[config.mk]
export PLATFORM = sky130hd
export DESIGN_NAME = fetch_pc_unit
export DESIGN_NICKNAME = d
export VERILOG_FILES = /design/src/rtl/fetch_pc_unit.sv
export SDC_FILE = /design/constraint.sdc
export NUM_CORES = 1
export LEC_CHECK = 0
export BUFFER_PORTS_ARGS = -buffer_cell sky130_fd_sc_hd__buf_2
export CORE_MARGIN = 2
export CORE_UTILIZATION = 37
export CTS_CLUSTER_SIZE = 25
export DETAILED_ROUTE_END_ITERATION = 12
export HOLD_SLACK_MARGIN = 0.12
export PLACE_DENSITY_LB_ADDON = 0.1
export SYNTH_ARGS = -nofsm -noshare
export SYNTH_HDL_FRONTEND = slang
export SYNTH_SLANG_ARGS = --single-unit
[constraint.sdc]
create_clock -name clk -period 3.02 [get_ports clk]
set_input_delay 0.755 -clock clk [delete_from_list [all_inputs] [get_ports clk]]
set_output_delay 0.755 -clock clk [all_outputs]
set_load 0.1 [all_outputs]
[src/rtl/fetch_pc_unit.sv]
// fetch_pc_unit
//   Fetch-stage program counter. It holds the fetch address PCF and picks the
//   next PC from one of four sources: sequential (+2 or +4), the predicted
//   target, the Execute-stage correction, or the predicted return taken from
//   a circular return-address stack (RAS).
//
//   Optional feature macro: RAS_EN. When it is defined, the RAS is built.
//   When it is undefined, no RAS is built, CallF is ignored, PCSrc=11 acts
//   like sequential, RASEmpty is tied to 1 and RASTop is tied to 0.
//
// Parameters
//   XLEN          address width (>= 16)
//   RESET_VECTOR  value of PCF after reset (2-byte aligned)
//   RAS_DEPTH     number of RAS entries (power of two, >= 2)
//
// Ports
//   clk, reset   clock; asynchronous active-high reset
//   StallF       holds PCF and the RAS
//   PCSrc        00 seq, 01 target, 10 mispredict correction, 11 return
//   TargetAddr   predicted branch/jump target
//   PCNextE      corrected PC from Execute
//   InstrCompF   instruction at PCF is 16-bit
//   CallF        instruction at PCF is a call (push its return address)
//   PCF          current fetch address
//   PCNextF      sequential next PC (combinational)
//   RASTop       RAS top entry, 0 when the RAS is empty
//   RASEmpty     RAS holds no valid entries
module fetch_pc_unit #(
  parameter int unsigned       XLEN         = 32,
  parameter logic [XLEN-1:0]   RESET_VECTOR = '0,
  parameter int unsigned       RAS_DEPTH    = 4
) (
  input  logic            clk,
  input  logic            reset,
  input  logic            StallF,
  input  logic [1:0]      PCSrc,
  input  logic [XLEN-1:0] TargetAddr,
  input  logic [XLEN-1:0] PCNextE,
  input  logic            InstrCompF,
  input  logic            CallF,
  output logic [XLEN-1:0] PCF,
  output logic [XLEN-1:0] PCNextF,
  output logic [XLEN-1:0] RASTop,
  output logic            RASEmpty
);

  logic [XLEN-1:0] pcf_q, pcf_d;
  logic [XLEN-1:0] pc_next_f;
  logic [XLEN-1:0] pc_sel;
  logic [XLEN-1:0] ras_top;
  logic            ras_empty;

  // The sum is truncated to XLEN bits, so the PC wraps modulo 2^XLEN.
  assign pc_next_f = pcf_q + (InstrCompF ? XLEN'(2) : XLEN'(4));

  // A return with an empty RAS falls back to sequential fetch. With the
  // RAS left out, ras_empty is constant 1, so PCSrc=11 acts as 00.
  always_comb begin
    pc_sel = pc_next_f;
    case (PCSrc)
      2'b01:   pc_sel = TargetAddr;
      2'b10:   pc_sel = PCNextE;
      2'b11:   pc_sel = ras_empty ? pc_next_f : ras_top;
      default: pc_sel = pc_next_f;
    endcase
    pcf_d = StallF ? pcf_q : pc_sel;
  end

  always_ff @(posedge clk or posedge reset) begin
    if (reset) pcf_q <= RESET_VECTOR;
    else       pcf_q <= pcf_d;
  end

`ifdef RAS_EN
  localparam int unsigned PTR_W = (RAS_DEPTH > 1) ? $clog2(RAS_DEPTH) : 1;
  localparam int unsigned CNT_W = PTR_W + 1;

  logic [RAS_DEPTH-1:0][XLEN-1:0] ras_q, ras_d;
  logic [PTR_W-1:0]               ptr_q, ptr_d;
  logic [CNT_W-1:0]               cnt_q, cnt_d;
  logic                           push, pop;

  assign ras_empty = (cnt_q == '0);
  assign ras_top   = ras_empty ? '0 : ras_q[ptr_q];

  always_comb begin
    ras_d = ras_q;
    ptr_d = ptr_q;
    cnt_d = cnt_q;
    push  = CallF && (PCSrc != 2'b10);
    pop   = (PCSrc == 2'b11) && !ras_empty;
    if (!StallF) begin
      if (PCSrc == 2'b10) begin
        // A mispredict flushes the stack. The entries stay, but they are invalid.
        cnt_d = '0;
      end else if (push && pop) begin
        // A call that is also a return swaps the top entry in place.
        ras_d[ptr_q] = pc_next_f;
      end else if (push) begin
        // When full, the pointer wraps onto the oldest entry and overwrites it.
        ptr_d        = ptr_q + 1'b1;
        ras_d[ptr_d] = pc_next_f;
        if (cnt_q != CNT_W'(RAS_DEPTH)) cnt_d = cnt_q + 1'b1;
      end else if (pop) begin
        ptr_d = ptr_q - 1'b1;
        cnt_d = cnt_q - 1'b1;
      end
    end
  end

  always_ff @(posedge clk or posedge reset) begin
    if (reset) begin
      ptr_q <= '0;
      cnt_q <= '0;
    end else begin
      ptr_q <= ptr_d;
      cnt_q <= cnt_d;
    end
  end

  // Storage has no reset. The count alone marks which entries are valid.
  always_ff @(posedge clk) begin
    ras_q <= ras_d;
  end
`else
  logic unused_call;
  logic unused_depth;

  assign ras_empty    = 1'b1;
  assign ras_top      = '0;
  assign unused_call  = CallF;
  assign unused_depth = (RAS_DEPTH == 0);
`endif

  assign PCF      = pcf_q;
  assign PCNextF  = pc_next_f;
  assign RASTop   = ras_top;
  assign RASEmpty = ras_empty;

endmodule

Yosys cells after proc, flatten, opt, wreduce, memory -nomap -nowiden. Index checks and enable logic that the tools add are counted.

Flip-flop bits (word level): 32. Bits of input ports: 71. Output and inout port bits: 97. Logic and storage cells: 6.

Add/sub/neg operators: 1. Equality and inequality tests: 2. Muxes and demuxes: 2.

Operators by type and width (count): case mux 32 bit (2 select lines) (1); adder 32 x 3 -> 32 bit (1); two-way mux 3 bit (1); equality test 2 x 1 -> 1 bit (second input constant) (1); equality test 2 bit (second input constant) (1).

Longest topological paths before layout. Gate-level depths: netlist (run 1).

Depth in word-level cells: 3. Gate-level depth with buffers: 8. Gate-level depth less buffers: 7.

Least setup slack after synthesis (run 1). Ideal clock, no wire load.

Kind: register to output. Start: register pcf_q[1] (netlist: PCF[1]). End: output port PCNextF[27]. Arrival: 4139 ps. Data required time: 2265 ps. Setup slack: -1874 ps. Cell stages (with the launch flop): 9. Buffers on the path: 1. Cells stage by stage: dfrtp_1 -> ha_1 -> fa_1 -> nand3_1 -> nor4_4 -> and2_0 -> buf_2 -> nand2_1 -> xnor2_1.

Word-level cells in the longest chain between the ends: 1.

Ends and longest elaborated chain: from (decl) (RTL line 47) `logic [XLEN-1:0] pcf_q, pcf_d;`; from (signal assigned) (RTL line 71) `else pcf_q <= pcf_d;`; adder 32 x 3 -> 32 bit (RTL line 54) `assign pc_next_f = pcf_q + (InstrCompF ? XLEN'(2) : XLEN'(4));`; to (decl) (RTL line 42) `output logic [XLEN-1:0] PCNextF,`.

Every way passes these cells.

Worst setup path after layout (run 1).
Start: input port InstrCompF. End: output port PCNextF[30].

Word-level cells in the longest chain between the ends: 2.

Ends and longest elaborated chain: from (decl) (RTL line 39) `input logic InstrCompF,`; two-way mux 3 bit (RTL line 54); adder 32 x 3 -> 32 bit (RTL line 54).

Every way passes these cells.

==> tab_implementation.tex, run 1 <==
\begin{tabular}{lr}
\hline
Metric & Value \\
\hline
\multicolumn{2}{l}{\textbf{Clock network}} \\
\quad Buffer depth of the longest clock path & 2 \\
\quad Root buffer cell & sky130\_fd\_sc\_hd\_\_clkbuf\_8 \\
\quad Skew-Pair Late Insertion Delay & 0.29 ns \\
\quad Sinks on the clock net & 32 \\
\quad Number of buffers inserted by hold repair at cts & 0 \\
\quad Register clock-pin slew on the reported worst setup and hold paths & 0.07 ns \\
\quad H-tree Lvls & 2 \\
\quad Number of clock buffers inserted by TritonCTS & 5 \\
\quad TritonCTS clock tree & yes \\
\multicolumn{2}{l}{\textbf{Power}} \\
\quad Maximum resistive drop on vdd & 0.431 mV \\
\quad Leakage power total & 2.31 nW \\
\quad Power density over the cells & 767 mW/mm\^{}2 \\
\multicolumn{2}{l}{\textbf{Setup path}} \\
\quad Arrival time reported for the critical path endpoint & 2.33 ns \\
\quad Required time of the worst setup path & 2.26 ns \\
\quad Capture instance of the worst register-to-register path & PCF[30]\$\_DFFE\_PP0N\_ \\
\quad Worst-case register-to-register setup slack & 0.80 ns \\
\quad Worst Path Max Fanout & 3 \\
\quad Critical Setup Path Class & input port to output port \\
\quad Critical Path Start Type & input port \\
\quad Crit end category & output port \\
\quad Cells on worst reg2reg path & 11 \\
\quad Critical R2R Launch & PCF[1]\$\_DFFE\_PP0N\_ \\
\multicolumn{2}{l}{\textbf{Timing}} \\
\quad Setup repair after global routing missed its margin & true \\
\quad Final setup skew & 0.00883 ns \\
\quad Setup Total Neg Slack & -0.198 ns \\
\quad Worst slew pin tran & 0.897 ns \\
\quad Worst slew margin & 0.401 \\
\quad Finish-stage setup viols & 8 \\
\quad Minimum period implied by the final worst setup slack & 3.08 ns \\
\quad Post-route clock period utilization & 1.02 \\
\quad Final hold vios & 0 \\
\quad Setup slack of the critical path after layout & -0.0603 ns \\
\quad Max Freq & 0.325 GHz \\
\quad Fin. max-slew vios & 0 \\
\multicolumn{2}{l}{\textbf{GRT}} \\
\quad Pin count of the biggest net entering global routing & 33 \\
\quad First-pass GRT wire length & 16800 um \\
\quad Overall Global Routing Usage & 0.238 \\
\quad Number of global-route vias before repair & 3266 \\
\quad Overflow left after global routing & 0 \\
\quad Initial antenna violation count & 0 \\
\multicolumn{2}{l}{\textbf{Yosys}} \\
\quad Post-synth EDFFs & 0 \\
\quad Average cell area after synthesis & 8.47 um\^{}2 \\
\quad Unique masters post-synth & 61 \\
\quad Post-synthesis cell area & 0.00304 mm\^{}2 \\
\quad Predominant post-synthesis flop cell & sky130\_fd\_sc\_hd\_\_dfrtp\_1 \\
\quad Flip-flop and latch count after synthesis & 32 \\
\quad Post-synthesis cell count & 359 \\
\quad Fraction of registers with async set/reset & 1.00 \\
\quad Yosys warnings & 0 \\
\quad Portion of the post-synthesis area used by sequential elements & 0.263 \\
\multicolumn{2}{l}{\textbf{Cells and area}} \\
\quad Layout cells sized above 1 & 0.548 \\
\quad Filler-free cell count of the finished design & 620 \\
\quad Commonest cells after routing, fill and taps aside & sky130\_fd\_sc\_hd\_\_buf\_2 (102), sky130\_fd\_sc\_hd\_\_buf\_4 (44), sky130\_fd\_sc\_hd\_\_conb\_1 (33) \\
\quad Post-layout nets & 590 \\
\quad Area growth, synth to finish & 71.2\% \\
\quad Number of flip-flops in the largest register & 32 \\
\quad Fill cells & 702 \\
\quad Final Instance Area & 0.00521 mm\^{}2 \\
\quad Number of antenna repair diodes & 0 \\
\quad Most common cell after layout, fill and taps aside & sky130\_fd\_sc\_hd\_\_buf\_2 \\
\multicolumn{2}{l}{\textbf{Die}} \\
\quad Die extent in y & 94.7 um \\
\quad I/O pin count & 168 \\
\quad Initial core utilization & 0.376 \\
\quad Standard cell core area & 0.00809 mm\^{}2 \\
\quad Number of standard-cell rows in the floorplan & 33 \\
\quad Full die area & 0.00896 mm\^{}2 \\
\quad Floorplan die width & 94.7 um \\
\multicolumn{2}{l}{\textbf{Placement}} \\
\quad Placer's final routability congestion estimate & 0.814 \\
\quad Area after detailed placement & 0.00492 mm\^{}2 \\
\quad I/O Buffers & 133 \\
\quad Hpwl dp & 7920 um \\
\quad Placed insts & 604 \\
\multicolumn{2}{l}{\textbf{Status}} \\
\quad Status & finished with violations \\
\quad Failing checks & negative setup slack \\
\multicolumn{2}{l}{\textbf{Detailed routing}} \\
\quad Starting DRC count in detailed routing & 178 \\
\quad DRC violations left & 0 \\
\quad DR pass1 iterations & 4 \\
\quad Post-DR wirelength/cell & 17.2 um \\
\quad Routed via count divided by cell count & 5.40 \\
\quad Total via count after detailed routing & 3349 \\
\quad Detailed Route WL & 10700 um \\
\quad Final antenna-violating net count & 0 \\
\multicolumn{2}{l}{\textbf{Worst hold path}} \\
\quad Tightest Hold Check Type & flop to flop \\
\quad Sink of the worst hold path & PCF[0]\$\_DFFE\_PP0P\_ \\
\quad Hold Path Origin & PCF[0]\$\_DFFE\_PP0P\_ \\
\quad Hold Path Cell Cnt & 2 \\
\multicolumn{2}{l}{\textbf{Flow run}} \\
\quad Number of max-capacitance violations reported & 0 \\
\hline
\end{tabular}
-- repair_timing --
action	4_1_cts	5_1_grt
buffers inserted	6	2
gates resized for setup	18	7
pin swaps	12	6
setup endpoints to repair	22	22
-- where the power goes --
group	switching, mW	internal, mW	leakage [nW]
clock	0.172	0.182	0.0510
sequential	0.198	0.541	0.356
combinational	2.07	0.828	1.90
total	2.44	1.55	2.31
-- routing by layer --
metal	global-route usage	routed length [um]	share of wire
met2	0.395	5150	0.48
met4	0.0604	116	0.011
met3	0.0303	616	0.058
met1	0.329	4800	0.45
met5	0	0	0
-- how the worst max path moves through the flow --
stage | slack [ns] | cells after the start | from | endpoint
6_report | -0.06 | 9 | InstrCompF | PCNextF[30]
5_1_grt | -0.12 | 9 | InstrCompF | PCNextF[31]
3_5_place_dp | -0.25 | 9 | InstrCompF | PCNextF[10]
4_1_cts | -0.13 | 9 | InstrCompF | PCNextF[31]
3_3_place_gp | -0.23 | 9 | InstrCompF | PCNextF[10]
2_1_floorplan | -0.53 | 6 | InstrCompF | PCNextF[21]
-- critical path, stage by stage --
cell and delay, ns:
sky130_fd_sc_hd__buf_8 0.08, sky130_fd_sc_hd__inv_2 0.05, sky130_fd_sc_hd__ha_4 0.27, sky130_fd_sc_hd__a21o_4 0.13
sky130_fd_sc_hd__nand3_4 0.06, sky130_fd_sc_hd__or3_4 0.42, sky130_fd_sc_hd__nand2b_4 0.19, sky130_fd_sc_hd__xnor2_4 0.18
sky130_fd_sc_hd__buf_12 0.19
-- synthesized netlist by cell type (9+ instances only) --
master                      n  area share
sky130_fd_sc_hd__buf_4     39       0.096
sky130_fd_sc_hd__nor2_1    19       0.023
sky130_fd_sc_hd__clkbuf_1  11       0.014
sky130_fd_sc_hd__a31oi_1   12       0.025
sky130_fd_sc_hd__dfrtp_1   32        0.26
sky130_fd_sc_hd__a21oi_1   21       0.035
sky130_fd_sc_hd__nand2_1   26       0.032
sky130_fd_sc_hd__nand3_1    9       0.015
sky130_fd_sc_hd__a221oi_1  16       0.046
sky130_fd_sc_hd__inv_1     11       0.014
sky130_fd_sc_hd__xnor2_1   21       0.060
sky130_fd_sc_hd__a221o_1    9       0.030
sky130_fd_sc_hd__o21ai_0   15       0.025
-- cell type report --
| class | count | area (um^2) | share of cell area |
|---|---|---|---|
| Multi-Input combinational cell | 281 | 2560 | 0.491 |
| Timing Repair Buffer | 182 | 1520 | 0.292 |
| Sequential cell | 32 | 858 | 0.165 |
| Clock buffer | 6 | 82.6 | 0.0159 |
| Inverter | 12 | 45.0 | 0.00865 |
| Tap cell | 105 | 131 | 0.0252 |
| Clock inverter | 2 | 10.0 | 0.00192 |
-- through the flow --
| stage | setup WS [ns] | hold WS (ns) | utilization | total power [mW] |
|---|---|---|---|---|
| after floorplan | -0.532 | 0.791 | - | 2.93 |
| after global placement | -0.228 | 0.534 | 0.608 | 3.59 |
| after detailed placement | -0.245 | 0.552 | 0.608 | 3.61 |
| after CTS | -0.127 | 0.570 | 0.637 | 4.00 |
| after global routing | -0.120 | 0.609 | 0.643 | 4.14 |
| final | -0.0603 | 0.573 | 0.643 | 4.00 |
-- logic make-up (layout without fill, tap and decap cells) --
family                     after synthesis  count (layout)  share of synthesized area
adders and majority gates                5               5                     0.0230
buffers and inverters                   77             202                      0.161
AOI/OAI and AO/OA                      120             120                      0.290
xor gates and xnor gates                29              29                     0.0835
and+or+nand+nor                         93              93                      0.173
other                                    2              33                    0.00247
DFF                                     32              32                      0.263
muxes                                    1               1                    0.00329
Power figures use the tool's default switching activity.
==> run 2: changes to the inputs <==
- RECOVER_POWER: unset -> 50
==> tab_implementation.tex, run 2 (same netlist as run 1, synthesis figures left out) <==
\begin{tabular}{lr}
\hline
Metric & Value \\
\hline
\multicolumn{2}{l}{\textbf{Detailed routing}} \\
\quad Detailed Route WL & 10600 um (was 10700 um) \\
\quad Final antenna-violating net count & 0 (unchanged) \\
\quad Starting DRC count in detailed routing & 173 (was 178) \\
\quad DR pass1 iterations & 4 (unchanged) \\
\quad Total via count after detailed routing & 3333 (was 3349) \\
\quad DRC violations left & 0 (unchanged) \\
\quad Routed via count divided by cell count & 5.38 (was 5.40) \\
\quad Post-DR wirelength/cell & 17.2 um (about the same) \\
\multicolumn{2}{l}{\textbf{Placement}} \\
\quad I/O Buffers & 133 (unchanged) \\
\quad Hpwl dp & 7920 um (unchanged) \\
\quad Placer's final routability congestion estimate & 0.814 (unchanged) \\
\multicolumn{2}{l}{\textbf{GRT}} \\
\quad M2 GR Usage & 0.395 (unchanged) \\
\quad Pin count of the biggest net entering global routing & 33 (unchanged) \\
\quad Routing layer with the top usage in global route & met2 (unchanged) \\
\quad Overflow left after global routing & 0 (unchanged) \\
\quad First-pass GRT wire length & 16800 um (unchanged) \\
\quad Overall Global Routing Usage & 0.238 (unchanged) \\
\quad Initial antenna violation count & 0 (unchanged) \\
\quad Number of global-route vias before repair & 3266 (unchanged) \\
\quad Met1 routing resource usage after global routing & 0.329 (unchanged) \\
\quad Met3 Resource Use GR & 0.0303 (unchanged) \\
\multicolumn{2}{l}{\textbf{Setup path}} \\
\quad Launch point of the critical path & InstrCompF (unchanged) \\
\quad Slowest cell on the critical path & sky130\_fd\_sc\_hd\_\_or3\_4 (unchanged) \\
\quad Critical Path Start Type & input port (unchanged) \\
\quad Delay of the slowest cell on the worst path & 0.42 ns (about the same) \\
\quad Required time of the worst setup path & 2.26 ns (about the same) \\
\quad Arrival time reported for the critical path endpoint & 2.33 ns (about the same) \\
\quad Critical Setup Path Class & input port to output port (unchanged) \\
\quad Critical R2R Launch & PCF[1]\$\_DFFE\_PP0N\_ (unchanged) \\
\quad Cells on worst reg2reg path & 11 (unchanged) \\
\quad Crit end category & output port (unchanged) \\
\quad Worst Path Max Fanout & 3 (unchanged) \\
\quad Cell chain of the critical path & buf\_8 -> inv\_2 -> ha\_4 -> a21o\_4 -> nand3\_4 -> or3\_4 -> nand2b\_4 -> xnor2\_4 -> buf\_12 (unchanged) \\
\multicolumn{2}{l}{\textbf{Cells and area}} \\
\quad Number of flip-flops in the largest register & 32 (unchanged) \\
\quad Number of antenna repair diodes & 0 (unchanged) \\
\quad Most common cell after layout, fill and taps aside & sky130\_fd\_sc\_hd\_\_buf\_2 (unchanged) \\
\quad Area growth, synth to finish & 70.8\% (was 71.2\%) \\
\quad Post-layout nets & 590 (unchanged) \\
\quad Commonest cells after routing, fill and taps aside & sky130\_fd\_sc\_hd\_\_buf\_2 (98), sky130\_fd\_sc\_hd\_\_buf\_4 (42), sky130\_fd\_sc\_hd\_\_conb\_1 (33) (was sky130\_fd\_sc\_hd\_\_buf\_2 (102), sky130\_fd\_sc\_hd\_\_buf\_4 (44), sky130\_fd\_sc\_hd\_\_conb\_1 (33)) \\
\quad Layout cells sized above 1 & 0.536 (was 0.548) \\
\quad Final core utilization & 0.642 (was 0.643) \\
\quad Fill cells & 707 (was 702) \\
\multicolumn{2}{l}{\textbf{Die}} \\
\quad Initial core utilization & 0.376 (unchanged) \\
\quad Full die area & 0.00896 mm\^{}2 (unchanged) \\
\quad I/O pin count & 168 (unchanged) \\
\quad Number of standard-cell rows in the floorplan & 33 (unchanged) \\
\quad Floorplan die width & 94.7 um (unchanged) \\
\quad Die extent in y & 94.7 um (unchanged) \\
\quad Standard cell core area & 0.00809 mm\^{}2 (unchanged) \\
\multicolumn{2}{l}{\textbf{Flow run}} \\
\quad Number of max-capacitance violations reported & 0 (unchanged) \\
\multicolumn{2}{l}{\textbf{Power}} \\
\quad Maximum resistive drop on vdd & 0.424 mV (was 0.431 mV) \\
\quad Leakage power total & 2.29 nW (was 2.31 nW) \\
\quad Power density over the cells & 768 mW/mm\^{}2 (was 767 mW/mm\^{}2) \\
\quad Total design power & 3.99 mW (was 4.00 mW) \\
\multicolumn{2}{l}{\textbf{Timing}} \\
\quad Setup slack of the critical path after layout & -0.0607 ns (was -0.0603 ns) \\
\quad Worst slew margin & 0.222 (was 0.401) \\
\quad Final hold vios & 0 (unchanged) \\
\quad Final setup skew & 0.00851 ns (was 0.00883 ns) \\
\quad Finish-stage setup viols & 8 (unchanged) \\
\quad Worst slew pin tran & 1.17 ns (was 0.897 ns) \\
\quad Minimum period implied by the final worst setup slack & 3.08 ns (about the same) \\
\quad Max Freq & 0.325 GHz (about the same) \\
\quad Post-route clock period utilization & 1.02 (about the same) \\
\quad Setup repair after global routing missed its margin & true (unchanged) \\
\quad Fin. max-slew vios & 0 (unchanged) \\
\multicolumn{2}{l}{\textbf{Clock network}} \\
\quad Number of clock buffers inserted by TritonCTS & 5 (unchanged) \\
\quad Sinks on the clock net & 32 (unchanged) \\
\quad Root buffer cell & sky130\_fd\_sc\_hd\_\_clkbuf\_8 (unchanged) \\
\quad TritonCTS clock tree & yes (unchanged) \\
\quad Buffer depth of the longest clock path & 2 (unchanged) \\
\quad H-tree Lvls & 2 (unchanged) \\
\quad Skew-Pair Late Insertion Delay & 0.29 ns (about the same) \\
\quad Register clock-pin slew on the reported worst setup and hold paths & 0.07 ns (about the same) \\
\multicolumn{2}{l}{\textbf{Status}} \\
\quad Status & finished with violations (unchanged) \\
\quad Failing checks & negative setup slack (unchanged) \\
\multicolumn{2}{l}{\textbf{Worst hold path}} \\
\quad Tightest Hold Check Type & flop to flop (unchanged) \\
\quad Hold Path Cell Cnt & 2 (unchanged) \\
\quad Hold Path Origin & PCF[0]\$\_DFFE\_PP0P\_ (unchanged) \\
\hline
\end{tabular}
run 2: worst paths after layout:
kind / slack, ns / endpoint
worst max-delay path: -0.06 / PCNextF[30]
worst min register to register: 0.58 / PCF[0]$_DFFE_PP0P_
worst min-delay path: 0.58 / PCF[0]$_DFFE_PP0P_
worst max register to register: 0.79 / PCF[30]$_DFFE_PP0N_
max in group asynchronous: 1.48 / PCF[13]$_DFFE_PP0N_
min in group asynchronous: 0.65 / PCF[0]$_DFFE_PP0P_
run 2: area by class of cell:
cell class | instances | area, um^2 | area share
Tap cell | 105 | 131 | 0.0253
Inverter | 12 | 45.0 | 0.00867
Sequential cell | 32 | 858 | 0.165
Clock inverter | 2 | 10.0 | 0.00193
Clock buffer | 6 | 82.6 | 0.0159
Multi-Input combinational cell | 281 | 2560 | 0.493
Timing Repair Buffer | 182 | 1510 | 0.290
run 2: critical path: cells and delay by family:
family                     cells  cell delay [ns]
AOI/OAI and AO/OA              1             0.13
xor gates and xnor gates       1             0.18
adders and majority gates      1             0.27
buffers and inverters          3             0.32
and+or+nand+nor                3             0.67
run 2: per-stage QoR:
stage	hold WS, ns	TNS, ns	std cells	setup WS (ns)	instance area (um^2)
CTS	0.570	-0.949	618	-0.127	5150
global placement	0.534	-2.63	604	-0.228	4920
detailed placement	0.552	-2.98	604	-0.245	4920
finish	0.582	-0.217	620	-0.0607	5190
global route	0.611	-0.984	620	-0.120	5190
floorplan	0.791	-6.48	390	-0.532	3840
run 2: report_power, final:
part           leakage (nW)  internal, mW  total, mW  switching (mW)
registers             0.356         0.541      0.739           0.197
logic                  1.88         0.823       2.90            2.07
clock network        0.0510         0.182      0.356           0.174
total                  2.29          1.55       3.99            2.44
run 2: per-layer routing:
layer / share of wire / routed length [um]
met5: 0 / 0
met1: 0.44 / 4710
met4: 0.012 / 125
met2: 0.49 / 5170
met3: 0.059 / 628
run 2: timing repair:
| item | in CTS | in global routing |
|---|---|---|
| buffers inserted | 6 | 2 |
| hold buffers | 0 | 0 |
| resized for setup | 18 | 7 |
| endpoints found under the setup margin | 22 | 22 |
| pin swaps | 12 | 6 |
==> run 3: changes to the inputs <==
- CORE_UTILIZATION: 37 -> 40
==> tab_implementation.tex, run 3 (same netlist as run 1, synthesis figures left out) <==
\begin{tabular}{lr}
\hline
Metric & Value \\
\hline
\multicolumn{2}{l}{\textbf{Setup path}} \\
\quad Critical Setup Path Class & input port to output port (unchanged) \\
\quad Cell chain of the critical path & buf\_8 -> ha\_4 -> fa\_2 -> nand3\_4 -> nor4\_4 -> and2\_4 -> and3\_4 -> xor2\_4 -> buf\_12 (was buf\_8 -> inv\_2 -> ha\_4 -> a21o\_4 -> nand3\_4 -> or3\_4 -> nand2b\_4 -> xnor2\_4 -> buf\_12) \\
\quad Arrival time reported for the critical path endpoint & 2.35 ns (was 2.33 ns) \\
\quad Critical Path Start Type & input port (unchanged) \\
\quad Worst Path Max Fanout & 4 (was 3) \\
\quad Cells on worst reg2reg path & 11 (unchanged) \\
\quad Crit path buf inv count & 2 (was 3) \\
\quad Capture instance of the worst register-to-register path & PCF[22]\$\_DFFE\_PP0N\_ (was PCF[30]\$\_DFFE\_PP0N\_) \\
\quad Required time of the worst setup path & 2.26 ns (about the same) \\
\quad Crit end category & output port (unchanged) \\
\quad Cell family contributing the most delay on the critical path & simple AND/OR/NAND/NOR gates (unchanged) \\
\quad Critical R2R Launch & PCF[1]\$\_DFFE\_PP0N\_ (unchanged) \\
\quad Delay of the slowest cell on the worst path & 0.24 ns (was 0.42 ns) \\
\quad Slowest cell on the critical path & sky130\_fd\_sc\_hd\_\_fa\_2 (was sky130\_fd\_sc\_hd\_\_or3\_4) \\
\quad Worst-case register-to-register setup slack & 0.84 ns (was 0.79 ns) \\
\multicolumn{2}{l}{\textbf{GRT}} \\
\quad Overflow left after global routing & 0 (unchanged) \\
\quad Number of global-route vias before repair & 3277 (was 3266) \\
\quad Initial antenna violation count & 0 (unchanged) \\
\quad Pin count of the biggest net entering global routing & 61 (was 33) \\
\quad First-pass GRT wire length & 16800 um (about the same) \\
\quad Overall Global Routing Usage & 0.252 (was 0.238) \\
\multicolumn{2}{l}{\textbf{Detailed routing}} \\
\quad Post-DR wirelength/cell & 17.1 um (was 17.2 um) \\
\quad Met3 routed wirelength & 671 um (was 628 um) \\
\quad DRC violations left & 0 (unchanged) \\
\quad Total via count after detailed routing & 3363 (was 3333) \\
\quad Met1 wire length & 4380 um (was 4710 um) \\
\quad Top routing layer in use & met4 (unchanged) \\
\quad Detailed Route WL & 10500 um (was 10600 um) \\
\quad DR pass1 iterations & 4 (unchanged) \\
\quad Detailed-routed wire length on met2 & 5320 um (was 5170 um) \\
\quad Routed via count divided by cell count & 5.48 (was 5.38) \\
\quad Final antenna-violating net count & 0 (unchanged) \\
\quad Starting DRC count in detailed routing & 213 (was 173) \\
\multicolumn{2}{l}{\textbf{Power}} \\
\quad Leakage power total & 2.31 nW (was 2.29 nW) \\
\quad Power density over the cells & 781 mW/mm\^{}2 (was 768 mW/mm\^{}2) \\
\quad Total design power & 4.09 mW (was 3.99 mW) \\
\quad Maximum resistive drop on vdd & 0.407 mV (was 0.424 mV) \\
\multicolumn{2}{l}{\textbf{Placement}} \\
\quad Hpwl dp & 7570 um (was 7920 um) \\
\quad Placer's final routability congestion estimate & 0.851 (was 0.814) \\
\quad I/O Buffers & 133 (unchanged) \\
\quad Worst slack at placement & -0.264 ns (was -0.245 ns) \\
\multicolumn{2}{l}{\textbf{Timing}} \\
\quad Setup slack of the critical path after layout & -0.0840 ns (was -0.0607 ns) \\
\quad Setup repair after global routing missed its margin & true (unchanged) \\
\quad Setup Total Neg Slack & -0.336 ns (was -0.217 ns) \\
\quad Final setup skew & 0.00953 ns (was 0.00851 ns) \\
\quad Finish-stage setup viols & 6 (was 8) \\
\quad Worst slew margin & -0.264 (was 0.222) \\
\quad Post-route clock period utilization & 1.03 (was 1.02) \\
\quad Fin. max-slew vios & 33 (was 0) \\
\quad Minimum period implied by the final worst setup slack & 3.10 ns (was 3.08 ns) \\
\quad Final hold vios & 0 (unchanged) \\
\quad Worst slew pin tran & 1.90 ns (was 1.17 ns) \\
\quad Max Freq & 0.322 GHz (was 0.325 GHz) \\
\multicolumn{2}{l}{\textbf{Die}} \\
\quad Floorplan die width & 91.2 um (was 94.7 um) \\
\quad Full die area & 0.00832 mm\^{}2 (was 0.00896 mm\^{}2) \\
\quad Standard cell core area & 0.00729 mm\^{}2 (was 0.00809 mm\^{}2) \\
\quad Number of standard-cell rows in the floorplan & 31 (was 33) \\
\quad I/O pin count & 168 (unchanged) \\
\quad Initial core utilization & 0.417 (was 0.376) \\
\quad Die extent in y & 91.2 um (was 94.7 um) \\
\multicolumn{2}{l}{\textbf{Clock network}} \\
\quad Root buffer cell & sky130\_fd\_sc\_hd\_\_clkbuf\_8 (unchanged) \\
\quad Skew-Pair Late Insertion Delay & 0.30 ns (was 0.29 ns) \\
\quad H-tree Lvls & 2 (unchanged) \\
\quad Number of clock buffers inserted by TritonCTS & 5 (unchanged) \\
\quad Sinks on the clock net & 32 (unchanged) \\
\quad Number of buffers inserted by hold repair at cts & 0 (unchanged) \\
\quad Buffer depth of the longest clock path & 2 (unchanged) \\
\quad TritonCTS clock tree & yes (unchanged) \\
\quad Register clock-pin slew on the reported worst setup and hold paths & 0.07 ns (about the same) \\
\multicolumn{2}{l}{\textbf{Cells and area}} \\
\quad Number of antenna repair diodes & 0 (unchanged) \\
\quad Post-layout nets & 590 (unchanged) \\
\quad Most common cell after layout, fill and taps aside & sky130\_fd\_sc\_hd\_\_buf\_2 (unchanged) \\
\quad Commonest cells after routing, fill and taps aside & sky130\_fd\_sc\_hd\_\_buf\_2 (88), sky130\_fd\_sc\_hd\_\_buf\_4 (40), sky130\_fd\_sc\_hd\_\_conb\_1 (33) (was sky130\_fd\_sc\_hd\_\_buf\_2 (98), sky130\_fd\_sc\_hd\_\_buf\_4 (42), sky130\_fd\_sc\_hd\_\_conb\_1 (33)) \\
\quad Area growth, synth to finish & 72.2\% (was 70.8\%) \\
\quad Layout cells sized above 1 & 0.522 (was 0.536) \\
\quad Number of flip-flops in the largest register & 32 (unchanged) \\
\multicolumn{2}{l}{\textbf{Worst hold path}} \\
\quad Tightest Hold Check Type & flop to flop (unchanged) \\
\quad Hold Path Cell Cnt & 2 (unchanged) \\
\quad Sink of the worst hold path & PCF[2]\$\_DFFE\_PP0N\_ (was PCF[0]\$\_DFFE\_PP0P\_) \\
\quad Hold Path Origin & PCF[2]\$\_DFFE\_PP0N\_ (was PCF[0]\$\_DFFE\_PP0P\_) \\
\multicolumn{2}{l}{\textbf{Status}} \\
\quad Status & finished with violations (unchanged) \\
\quad Failing checks & max-capacitance violations, max-slew violations, negative setup slack (was negative setup slack) \\
\multicolumn{2}{l}{\textbf{Flow run}} \\
\quad Number of max-capacitance violations reported & 1 (was 0) \\
\hline
\end{tabular}
-- run 3: cell count changes in the layout (fill, tap and decap cells not counted), sizes merged --
cell,delta
clkinv,-2
bufinv,+1
clkbuf,+11
buf,-10
-- run 3: how the worst max path moves through the flow --
| stage | end | cells after the start | from | slack [ns] |
|---|---|---|---|---|
| final | PCNextF[31] | 9 | InstrCompF | -0.08 |
| after global routing | PCNextF[26] | 6 | PCF[8]$_DFFE_PP0N_ | -0.14 |
| after CTS | PCNextF[15] | 9 | InstrCompF | -0.1 |
| after detailed placement | PCNextF[25] | 10 | InstrCompF | -0.26 |
| after global placement | PCNextF[31] | 9 | InstrCompF | -0.23 |
| after floorplan | PCNextF[21] | 6 | InstrCompF | -0.53 |
-- run 3: area by class of cell --
cell class              instances  area, um^2
flip-flops and latches         32         858
repair buffers                182        1500
well taps                      99         124
inverters                      12        45.0
multi-input cells             281        2590
clock inverters                 1        30.0
clock buffers                   7        96.3
fillers                       577        2050
-- run 3: worst reg2reg max path, cell delays in order (launching register included) --
cell	delay [ns]
sky130_fd_sc_hd__dfrtp_4	0.51
sky130_fd_sc_hd__ha_4	0.18
sky130_fd_sc_hd__buf_4	0.14
sky130_fd_sc_hd__a21oi_2	0.18
sky130_fd_sc_hd__nor3_2	0.06
sky130_fd_sc_hd__buf_4	0.16
sky130_fd_sc_hd__buf_4	0.13
sky130_fd_sc_hd__nand4_1	0.07
sky130_fd_sc_hd__buf_6	0.13
sky130_fd_sc_hd__buf_4	0.12
sky130_fd_sc_hd__a21oi_1	0.06
sky130_fd_sc_hd__o2bb2a_1	0.33
-- run 3: what timing repair did --
action,in CTS,in global routing
setup endpoints to repair,22,18
setup buffers,8,2
resized for setup,19,14
gates cloned,0,0
pin swaps,14,15
-- run 3: per-layer routing --
metal / GRT usage / vias up
met3: 0.0539 / 12
met5: 0 / -
met1: 0.324 / 1632
met4: 0.0745 / 0
li1: - / 1585
met2: 0.425 / 134
-- run 3: power by group --
group          total (mW)  switching (mW)  internal [mW]
logic                2.88            2.07          0.811
registers           0.743           0.201          0.542
clock network       0.468           0.176          0.291
-- run 3: metrics by stage --
stage / std cells / util / hold slack, ns / cell area, um^2
after detailed placement: 596 / 0.673 / 0.547 / 4910
after floorplan: 390 / - / 0.791 / 3840
after global routing: 614 / 0.718 / 0.612 / 5240
after global placement: 596 / 0.673 / 0.533 / 4910
after CTS: 612 / 0.711 / 0.558 / 5180
final: 614 / 0.718 / 0.585 / 5240
